--- config.mk ---
export PLATFORM = sky130hd
export DESIGN_NAME = ddr_axi_master
export DESIGN_NICKNAME = d
export VERILOG_FILES = /design/src/rtl/ddr_axi_master.sv
export SDC_FILE = /design/constraint.sdc
export NUM_CORES = 1
export LEC_CHECK = 0
export BUFFER_PORTS_ARGS = -buffer_cell sky130_fd_sc_hd__buf_4
export CORE_AREA = 10 10 454 456
export DETAILED_ROUTE_END_ITERATION = 8
export DIE_AREA = 0 0 464 466
export PLACE_DENSITY = 0.3
export SYNTH_ARGS = -nofsm -noshare
export SYNTH_HDL_FRONTEND = slang
export SYNTH_SLANG_ARGS = --single-unit
--- constraint.sdc ---
create_clock -name clk -period 3.2 [get_ports clk]
set_input_delay 0.16 -clock clk [delete_from_list [all_inputs] [get_ports clk]]
set_output_delay 0.16 -clock clk [all_outputs]
set_load 0.01 [all_outputs]
--- src/rtl/ddr_axi_master.sv ---
// ddr_axi_master: sequential fixed-length burst initiator for the DDR3 controller AXI port
module ddr_axi_master #(
    parameter int         ADDR_WIDTH      = 28,
    parameter int         DATA_WIDTH      = 256,
    parameter int         BURST_LEN       = 16,
    parameter int         ADDR_STEP       = 128,
    parameter logic [3:0] AXI_ID          = 4'h0,
    parameter int         BURST_CNT_WIDTH = 8
) (
    input  logic                       clk,
    input  logic                       rst,
    input  logic                       ddr_init_done,
    input  logic                       cmd_valid,
    output logic                       cmd_ready,
    input  logic                       cmd_wr,
    input  logic [ADDR_WIDTH-1:0]      cmd_addr,
    input  logic [BURST_CNT_WIDTH-1:0] cmd_burst_num,
    output logic                       busy,
    output logic                       cmd_done,
    output logic                       rd_err,
    output logic                       wr_data_req,
    input  logic [DATA_WIDTH-1:0]      wr_data,
    output logic                       rd_data_valid,
    output logic [DATA_WIDTH-1:0]      rd_data,
    output logic [ADDR_WIDTH-1:0]      axi_awaddr,
    output logic [3:0]                 axi_awuser_id,
    output logic [3:0]                 axi_awlen,
    output logic                       axi_awvalid,
    input  logic                       axi_awready,
    output logic [DATA_WIDTH-1:0]      axi_wdata,
    output logic [DATA_WIDTH/8-1:0]    axi_wstrb,
    input  logic                       axi_wready,
    input  logic                       axi_wusero_last,
    output logic [ADDR_WIDTH-1:0]      axi_araddr,
    output logic [3:0]                 axi_aruser_id,
    output logic [3:0]                 axi_arlen,
    output logic                       axi_arvalid,
    input  logic                       axi_arready,
    input  logic [DATA_WIDTH-1:0]      axi_rdata,
    input  logic                       axi_rvalid,
    input  logic                       axi_rlast
);
    localparam int BW = (BURST_LEN > 1) ? $clog2(BURST_LEN) : 1;
    typedef enum logic [2:0] {IDLE, WR_ADDR, WR_DATA, RD_ADDR, RD_DATA, DONE} state_t;
    state_t                     state_q;
    logic [ADDR_WIDTH-1:0]      addr_q;
    logic [BURST_CNT_WIDTH-1:0] left_q;
    logic [BW-1:0]              beat_q;
    logic                       busy_q, done_q, err_q, awvalid_q, arvalid_q, rvalid_q;
    logic [DATA_WIDTH-1:0]      rdata_q;
    logic                       cmd_fire, beat_last, beat_fire, burst_end, unused_wlast;
    assign unused_wlast  = axi_wusero_last;
    assign cmd_ready     = !rst && state_q == IDLE && !done_q && ddr_init_done;
    assign cmd_fire      = cmd_valid && cmd_ready;
    assign beat_last     = beat_q == BW'(BURST_LEN - 1);
    assign beat_fire     = (state_q == WR_DATA && axi_wready) || (state_q == RD_DATA && axi_rvalid);
    assign burst_end     = (state_q == WR_DATA) ? beat_last : (axi_rlast || beat_last);
    assign busy          = busy_q;
    assign cmd_done      = done_q;
    assign rd_err        = err_q;
    assign wr_data_req   = state_q == WR_DATA && axi_wready;
    assign axi_wdata     = (state_q == WR_DATA) ? wr_data : '0;
    assign axi_wstrb     = '1;
    assign axi_awaddr    = addr_q;
    assign axi_araddr    = addr_q;
    assign axi_awvalid   = awvalid_q;
    assign axi_arvalid   = arvalid_q;
    assign axi_awlen     = 4'(BURST_LEN - 1);
    assign axi_arlen     = 4'(BURST_LEN - 1);
    assign axi_awuser_id = AXI_ID;
    assign axi_aruser_id = AXI_ID;
    assign rd_data_valid = rvalid_q;
    assign rd_data       = rdata_q;
    // command sequencing: address phase, beat counting, burst stepping and completion pulse
    always_ff @(posedge clk) begin
        if (rst) begin
            state_q   <= IDLE;
            addr_q    <= '0;
            left_q    <= '0;
            beat_q    <= '0;
            busy_q    <= 1'b0;
            done_q    <= 1'b0;
            err_q     <= 1'b0;
            awvalid_q <= 1'b0;
            arvalid_q <= 1'b0;
        end else begin
            done_q <= 1'b0;
            if (state_q == RD_DATA && axi_rvalid && axi_rlast != beat_last)
                err_q <= 1'b1;
            case (state_q)
                IDLE: if (cmd_fire) begin
                    addr_q <= cmd_addr;
                    left_q <= cmd_burst_num;
                    err_q  <= 1'b0;
                    busy_q <= 1'b1;
                    if (cmd_burst_num == '0) state_q <= DONE;
                    else if (cmd_wr) begin
                        state_q   <= WR_ADDR;
                        awvalid_q <= 1'b1;
                    end else begin
                        state_q   <= RD_ADDR;
                        arvalid_q <= 1'b1;
                    end
                end
                WR_ADDR: if (axi_awready) begin
                    awvalid_q <= 1'b0;
                    beat_q    <= '0;
                    state_q   <= WR_DATA;
                end
                RD_ADDR: if (axi_arready) begin
                    arvalid_q <= 1'b0;
                    beat_q    <= '0;
                    state_q   <= RD_DATA;
                end
                WR_DATA, RD_DATA: if (beat_fire) begin
                    beat_q <= beat_q + BW'(1);
                    if (burst_end) begin
                        left_q <= left_q - BURST_CNT_WIDTH'(1);
                        addr_q <= addr_q + ADDR_WIDTH'(ADDR_STEP);
                        if (left_q == BURST_CNT_WIDTH'(1)) state_q <= DONE;
                        else if (state_q == WR_DATA) begin
                            state_q   <= WR_ADDR;
                            awvalid_q <= 1'b1;
                        end else begin
                            state_q   <= RD_ADDR;
                            arvalid_q <= 1'b1;
                        end
                    end
                end
                DONE: begin
                    done_q  <= 1'b1;
                    busy_q  <= 1'b0;
                    state_q <= IDLE;
                end
                default: state_q <= IDLE;
            endcase
        end
    end
    // read beats forwarded with one cycle of latency, only while a read burst is open
    always_ff @(posedge clk) begin
        if (rst) begin
            rvalid_q <= 1'b0;
            rdata_q  <= '0;
        end else begin
            rvalid_q <= state_q == RD_DATA && axi_rvalid;
            rdata_q  <= axi_rdata;
        end
    end
endmodule

# Word level (Yosys, flattened, before mapping)
# Index checks and enable logic that the tools add are counted.
[word_totals]
register_bits = 305
in_bits = 559
out_inout_bits = 624
elab_cells = 106
[op_classes]
add_sub_neg = 3
eq_ne = 19
muxes = 48
reduce_logical = 25
[op_table]
columns = ["op", "n"]
rows = [
  ["$mux 256", 1],
  ["$mux 28", 3],
  ["$pmux 28 s2", 1],
  ["$add 28x8->28 const B", 1],
  ["$mux 8", 3],
  ["$mux 1", 22],
  ["$ne 2x2->1 const B", 11],
  ["$mux 3", 7],
  ["$reduce_and 9->1", 2],
  ["$pmux 8 s2", 1],
  ["$mux 4", 3],
  ["$pmux 3 s4", 1],
  ["$pmux 4 s3", 1],
  ["$reduce_bool 3->1", 3],
  ["$eq 8x1->1 const B", 1],
  ["$logic_not 8->1", 1],
  ["$reduce_and 4->1", 2],
  ["$sub 8x1->8 const B", 1],
  ["$logic_and 1x1->1", 7],
  ["$eq 3x2->1 const B", 2],
  ["$eq 3x3->1 const B", 2],
  ["$pmux 1 s3", 2],
  ["$reduce_and 5->1", 1],
  ["$add 4x1->4 const B", 1],
  ["11 further kinds", 15],
]

# Longest topological paths before layout
[depth]
depth_word = 7
ltp_mapped = 10
ltp_nobuf = 8

# Worst setup path before layout
# Ideal clock, no wire load.
[synth_path]
path_kind = "flip-flop to flip-flop"
startpoint = "register beat_q[0]"
endpoint = "register addr_q[12] (netlist: axi_araddr[12])"
setup_time_ns = 0.134
t_arrival_ns = 1.776
required_ns = 3.066
slack_ns = 1.290
stages_incl_launch_ff = 11
n_path_buf = 2
synth_period_minus_slack_ns = 1.910
cell_sequence = "dfxtp_1 > ha_1 > nand3_1 > ha_1 > nor2b_1 > o22ai_1 > a211o_1 > buf_6 > buf_2 > a21oi_1 > o32ai_1"
[synth_via]
elab_chain_len = 5
[synth_lines]
columns = ["item", "line_no", "rtl"]
rows = [
  ["start, declared", "48", "logic [BW-1:0] beat_q;"],
  ["start signal, assigned", "116", "beat_q <= beat_q + BW'(1);"],
  ["$eq 4x4->1 *", "55", "assign beat_last = beat_q == BW'(BURST_LEN - 1);"],
  ["$logic_or 1x1->1", "57", "assign burst_end = (state_q == WR_DATA) ? beat_last : (axi_rlast || beat_last);"],
  ["$mux 1 *", "57", ""],
  ["$ne 2x2->1 (no source line) *", "-", ""],
  ["$reduce_and 4->1 (no source line) *", "-", ""],
  ["end signal, assigned", "92", "addr_q <= cmd_addr;"],
  ["end signal, assigned", "119", "addr_q <= addr_q + ADDR_WIDTH'(ADDR_STEP);"],
  ["end, declared", "46", "logic [ADDR_WIDTH-1:0] addr_q;"],
]
# Every way passes the cells marked *; elsewhere a longest branch is shown, timed or not.
# A chain may end at the register's enable or synchronous reset.

# Worst setup path in the final report
[layout_path]
startpoint = "register state_q[0]"
endpoint = "output port axi_wdata[12]"
[layout_via]
elab_chain_len = 2
[layout_lines]
columns = ["item", "line_no", "rtl"]
rows = [
  ["start, declared", "45", "state_t state_q;"],
  ["start signal, assigned", "77", "state_q <= IDLE;"],
  ["start signal, assigned", "96", "if (cmd_burst_num == '0) state_q <= DONE;"],
  ["start signal, assigned", "98", "state_q <= WR_ADDR;"],
  ["$eq 3x2->1", "62", "assign axi_wdata = (state_q == WR_DATA) ? wr_data : '0;"],
  ["$mux 256", "62", ""],
  ["end, declared", "30", "output logic [DATA_WIDTH-1:0] axi_wdata,"],
]
# No other way between the ends.

==> load_flow_metrics.sql <==
INSERT INTO impl_metrics (metric_group, metric, value, unit) VALUES
('cts', 'total_number_of_clock_tree_sinks', '305', ''),
('finish', 'fraction_of_layout_cells_with_a_size_suffix_above_1', '46.1', '%'),
('yosys', 'synthArstFlopShare', '0', '%'),
('timing', 'hold_viol_final', '0', ''),
('cts', 'max-clock-path-buffers', '3', ''),
('routing', 'route.vias.total', '15700', ''),
('routing', 'drt_pre_antenna_iters', '4', ''),
('hold_path', 'min_from', 'axi_wready', ''),
('floorplanning', 'die_boundary_width', '464', 'microns'),
('timing', 'finalSetupTns', '0', 'ps'),
('yosys', 'synth_seq_cells', '305', ''),
('routing', 'detailedRoute.firstIterationViolations', '816', ''),
('cts', 'cts-root-buf', 'sky130_fd_sc_hd__clkbuf_16', ''),
('timing', 'worst_slew_pin_slew', '905', 'ps'),
('global_routing', 'vias_in_the_first_global_route', '16200', ''),
('power', 'clock_power_share', '43.7', '%'),
('placement', 'finalWeightedCongestion', '0.909', ''),
('cts', 'clock_insertion_delay_worst_skew', '630', 'ps'),
('cts', 'tritoncts', 'built', ''),
('finish', 'layout_commonest_cell', 'sky130_fd_sc_hd__buf_4', ''),
('routing', 'vias_per_cell', '2.90', ''),
('power', 'power.density', '447', 'nW/um^2'),
('cts', 'clk_transition_reported_paths', '60', 'ps'),
('timing', 'min_period_over_period', '93.2', '%'),
('routing', 'route.detailed.wl_per_inst', '27.3', 'microns'),
('critical_path', 'rr_startpoint', 'beat_q[0]$_SDFFE_PP0P_', ''),
('critical_path', 'timing.critical_path.to_type', 'output pin', ''),
('timing', 'finalWorstPathRequiredPeriod', '2980', 'ps'),
('critical_path', 'slowest_stage_cell_on_the_critical_path', 'sky130_fd_sc_hd__dfxtp_1', ''),
('floorplanning', 'design.core.area', '197000', 'sq um'),
('floorplanning', 'floorplan.rows', '163', ''),
('power', 'p_comb_share', '23.5', '%'),
('global_routing', 'antenna_found_initial', '161', ''),
('yosys', 'synth_enable_flop_cells', '0', ''),
('cts', 'tritoncts.num_buffers', '48', ''),
('critical_path', 'critical_path_peak_fanout', '99', ''),
('yosys', 'ys_seq_area_share', '50.0', '%'),
('hold_path', 'timing.hold.worst.class', 'in2reg', ''),
('critical_path', 'worst_stage_delay_on_the_critical_path', '800', 'ps'),
('hold_path', 'whs_path_depth', '5', ''),
('global_routing', 'global_route_total_usage_across_every_layer', '12.9', '%'),
('finish', 'final_cell_mix', '1151 x sky130_fd_sc_hd__buf_4, 311 x sky130_fd_sc_hd__dlygate4sd3_1, 305 x sky130_fd_sc_hd__dfxtp_1, 262 x sky130_fd_sc_hd__and3_1, 258 x sky130_fd_sc_hd__nor2b_1', ''),
('critical_path', 'reg2reg_to', 'axi_araddr[18]$_SDFFE_PP0P_', ''),
('power', 'switch_pwr', '3.87', 'mW'),
('power', 'p_seq_share', '32.8', '%'),
('power', 'leakagePower', '13.3', 'nW'),
('timing', 'max_freq', '0.335', 'GHz'),
('critical_path', 'reg2regPathDepth', '9', ''),
('timing', 'timing.final.setup_violations', '0', ''),
('yosys', 'netlist-cell-type-count', '63', ''),
('power', 'power.ir.vdd_worst', '0.000395', 'V'),
('placement', 'detailed_place_hpwl', '129000', 'microns'),
('timing', 'rsz0062_at_grt', 'false', ''),
('power', 'swShare', '30.5', '%'),
('timing', 'drv_slew', '0', ''),
('critical_path', 'ff2ff_setup_slack', '640', 'ps'),
('floorplanning', 'io_pins', '1183', ''),
('yosys', 'syn_area', '12200', 'sq um'),
('finish', 'area_growth', '132', '%'),
('global_routing', 'grt.overflow.total', '0', ''),
('critical_path', 'worstSetupPathType', 'reg2out', ''),
('global_routing', 'maximum_number_of_pins_on_one_net_before_global_route_repair', '146', ''),
('hold_path', 'timing.hold.worst_endpoint', 'beat_q[1]$_SDFFE_PP0P_', ''),
('global_routing', 'grt_pass1_wl', '183000', 'microns'),
('critical_path', 'critical_path_arrival', '2820', 'ps'),
('placement', 'placement_stage_worst_setup_slack', '630', 'ps'),
('yosys', 'yosysWarningCount', '0', ''),
('finish', 'design.final.nets', '3250', ''),
('outcome', 'run_status', 'finished, final reports clean', ''),
('timing', 'layout_setup_ws', '217', 'ps'),
('critical_path', 'cp_data_required_time', '3040', 'ps');
[cell families after synthesis]
kind of cell	count (synthesis)	share of synthesized area, %
mux	12	0.994
simple gates	658	32.7
compound gates	122	6.50
fa+ha+maj	5	0.513
other cells	2	0.0615
flops	305	50.0
xor+xnor	1	0.0718
buf+inv	202	9.13
[Yosys cell counts, types with 11 or more instances]
| cell type | count | area share, % |
|---|---|---|
| sky130_fd_sc_hd__a21oi_1 | 36 | 1.5 |
| sky130_fd_sc_hd__and3_1 | 262 | 13 |
| sky130_fd_sc_hd__buf_2 | 12 | 0.49 |
| sky130_fd_sc_hd__buf_4 | 77 | 4.7 |
| sky130_fd_sc_hd__clkbuf_1 | 91 | 2.8 |
| sky130_fd_sc_hd__dfxtp_1 | 305 | 50 |
| sky130_fd_sc_hd__inv_1 | 12 | 0.37 |
| sky130_fd_sc_hd__mux2i_1 | 11 | 0.90 |
| sky130_fd_sc_hd__nand2_1 | 26 | 0.80 |
| sky130_fd_sc_hd__nand3_1 | 21 | 0.86 |
| sky130_fd_sc_hd__nor2_1 | 29 | 0.89 |
| sky130_fd_sc_hd__nor2b_1 | 258 | 13 |
| sky130_fd_sc_hd__nor3_1 | 13 | 0.53 |
| sky130_fd_sc_hd__o21ai_0 | 25 | 1.0 |
[flip-flops by register name, summed over array words and instances, names as in the netlist]
name,cells
cmd_done,1
rd_data_valid,1
axi_awvalid,1
rd_err,1
state_q,3
beat_q,4
busy,1
axi_araddr,28
axi_arvalid,1
left_q,8
rd_data,256
[power groups by stage]
| stage | logic [mW] | clock network (mW) | registers (mW) |
|---|---|---|---|
| 6_report | 2.97 | 5.54 | 4.15 |
| 5_1_grt | 3.21 | 5.97 | 4.17 |
| 4_1_cts | 3.06 | 5.88 | 4.15 |
| 3_5_place_dp | 2.66 | 0 | 4.23 |
| 3_3_place_gp | 2.68 | 0 | 4.23 |
| 2_1_floorplan | 0.870 | 0 | 4.28 |
[repair_timing]
| action | CTS | global route |
|---|---|---|
| setup endpoints to repair | 62 | 0 |
| hold buffers | 311 | 0 |
| hold endpoints to repair | 299 | 0 |
| gates resized for setup | 0 | 0 |
| setup buffers | 2 | 0 |
[layout make-up]
class                   instances  area [sq um]
diodes                         36          90.1
clock buffers                  69          1430
clock inverters                19           196
fillers                     22600        168000
inverters                      14          57.6
multi-input cells             846          5170
flip-flops and latches        305          6110
well taps                    2640          3300
repair buffers               1471         11900
[through the flow]
step | cells | util (%) | hold WS (ps) | total power, mW | instance area (sq um)
finish | 5400 | 14.4 | 160 | 12.7 | 28300
global route | 5375 | 14.4 | 176 | 13.4 | 28200
CTS | 5364 | 14.3 | 91.8 | 13.1 | 28200
detailed placement | 4963 | 11.9 | 374 | 6.89 | 23400
global placement | 4963 | 11.9 | 370 | 6.91 | 23400
floorplan | 1353 | - | 288 | 5.15 | 12400
[worst max-delay path by stage]
| stage | from | endpoint | slack (ps) | depth (start not counted) |
|---|---|---|---|---|
| floorplan | beat_q[0]$_SDFFE_PP0P_ | axi_araddr[12]$_SDFFE_PP0P_ | 1290 | 10 |
| global placement | beat_q[0]$_SDFFE_PP0P_ | axi_araddr[7]$_SDFFE_PP0P_ | 620 | 8 |
| detailed placement | beat_q[0]$_SDFFE_PP0P_ | axi_araddr[18]$_SDFFE_PP0P_ | 630 | 9 |
| CTS | state_q[0]$_SDFFE_PP0P_ | axi_wdata[12] | 210 | 4 |
| global route | state_q[0]$_SDFFE_PP0P_ | axi_wdata[12] | 100 | 4 |
| finish | state_q[0]$_SDFFE_PP0P_ | axi_wdata[12] | 220 | 4 |
[critical path, delay by kind of cell (launching register included)]
| kind | cells | cell delay (ps) |
|---|---|---|
| buffers and inverters | 3 | 890 |
| and+or+nand+nor | 1 | 290 |
| DFF | 1 | 800 |
[metal layers]
layer / vias to the layer above / track usage, % / part of all wire, %
met5: - / 0 / 0.19
met4: 44 / 2.73 / 2.8
met3: 331 / 8.03 / 14
met2: 994 / 23.6 / 51
met1: 7194 / 12.1 / 32
li1: 7107 / - / -
Power figures use the tool's default switching activity.
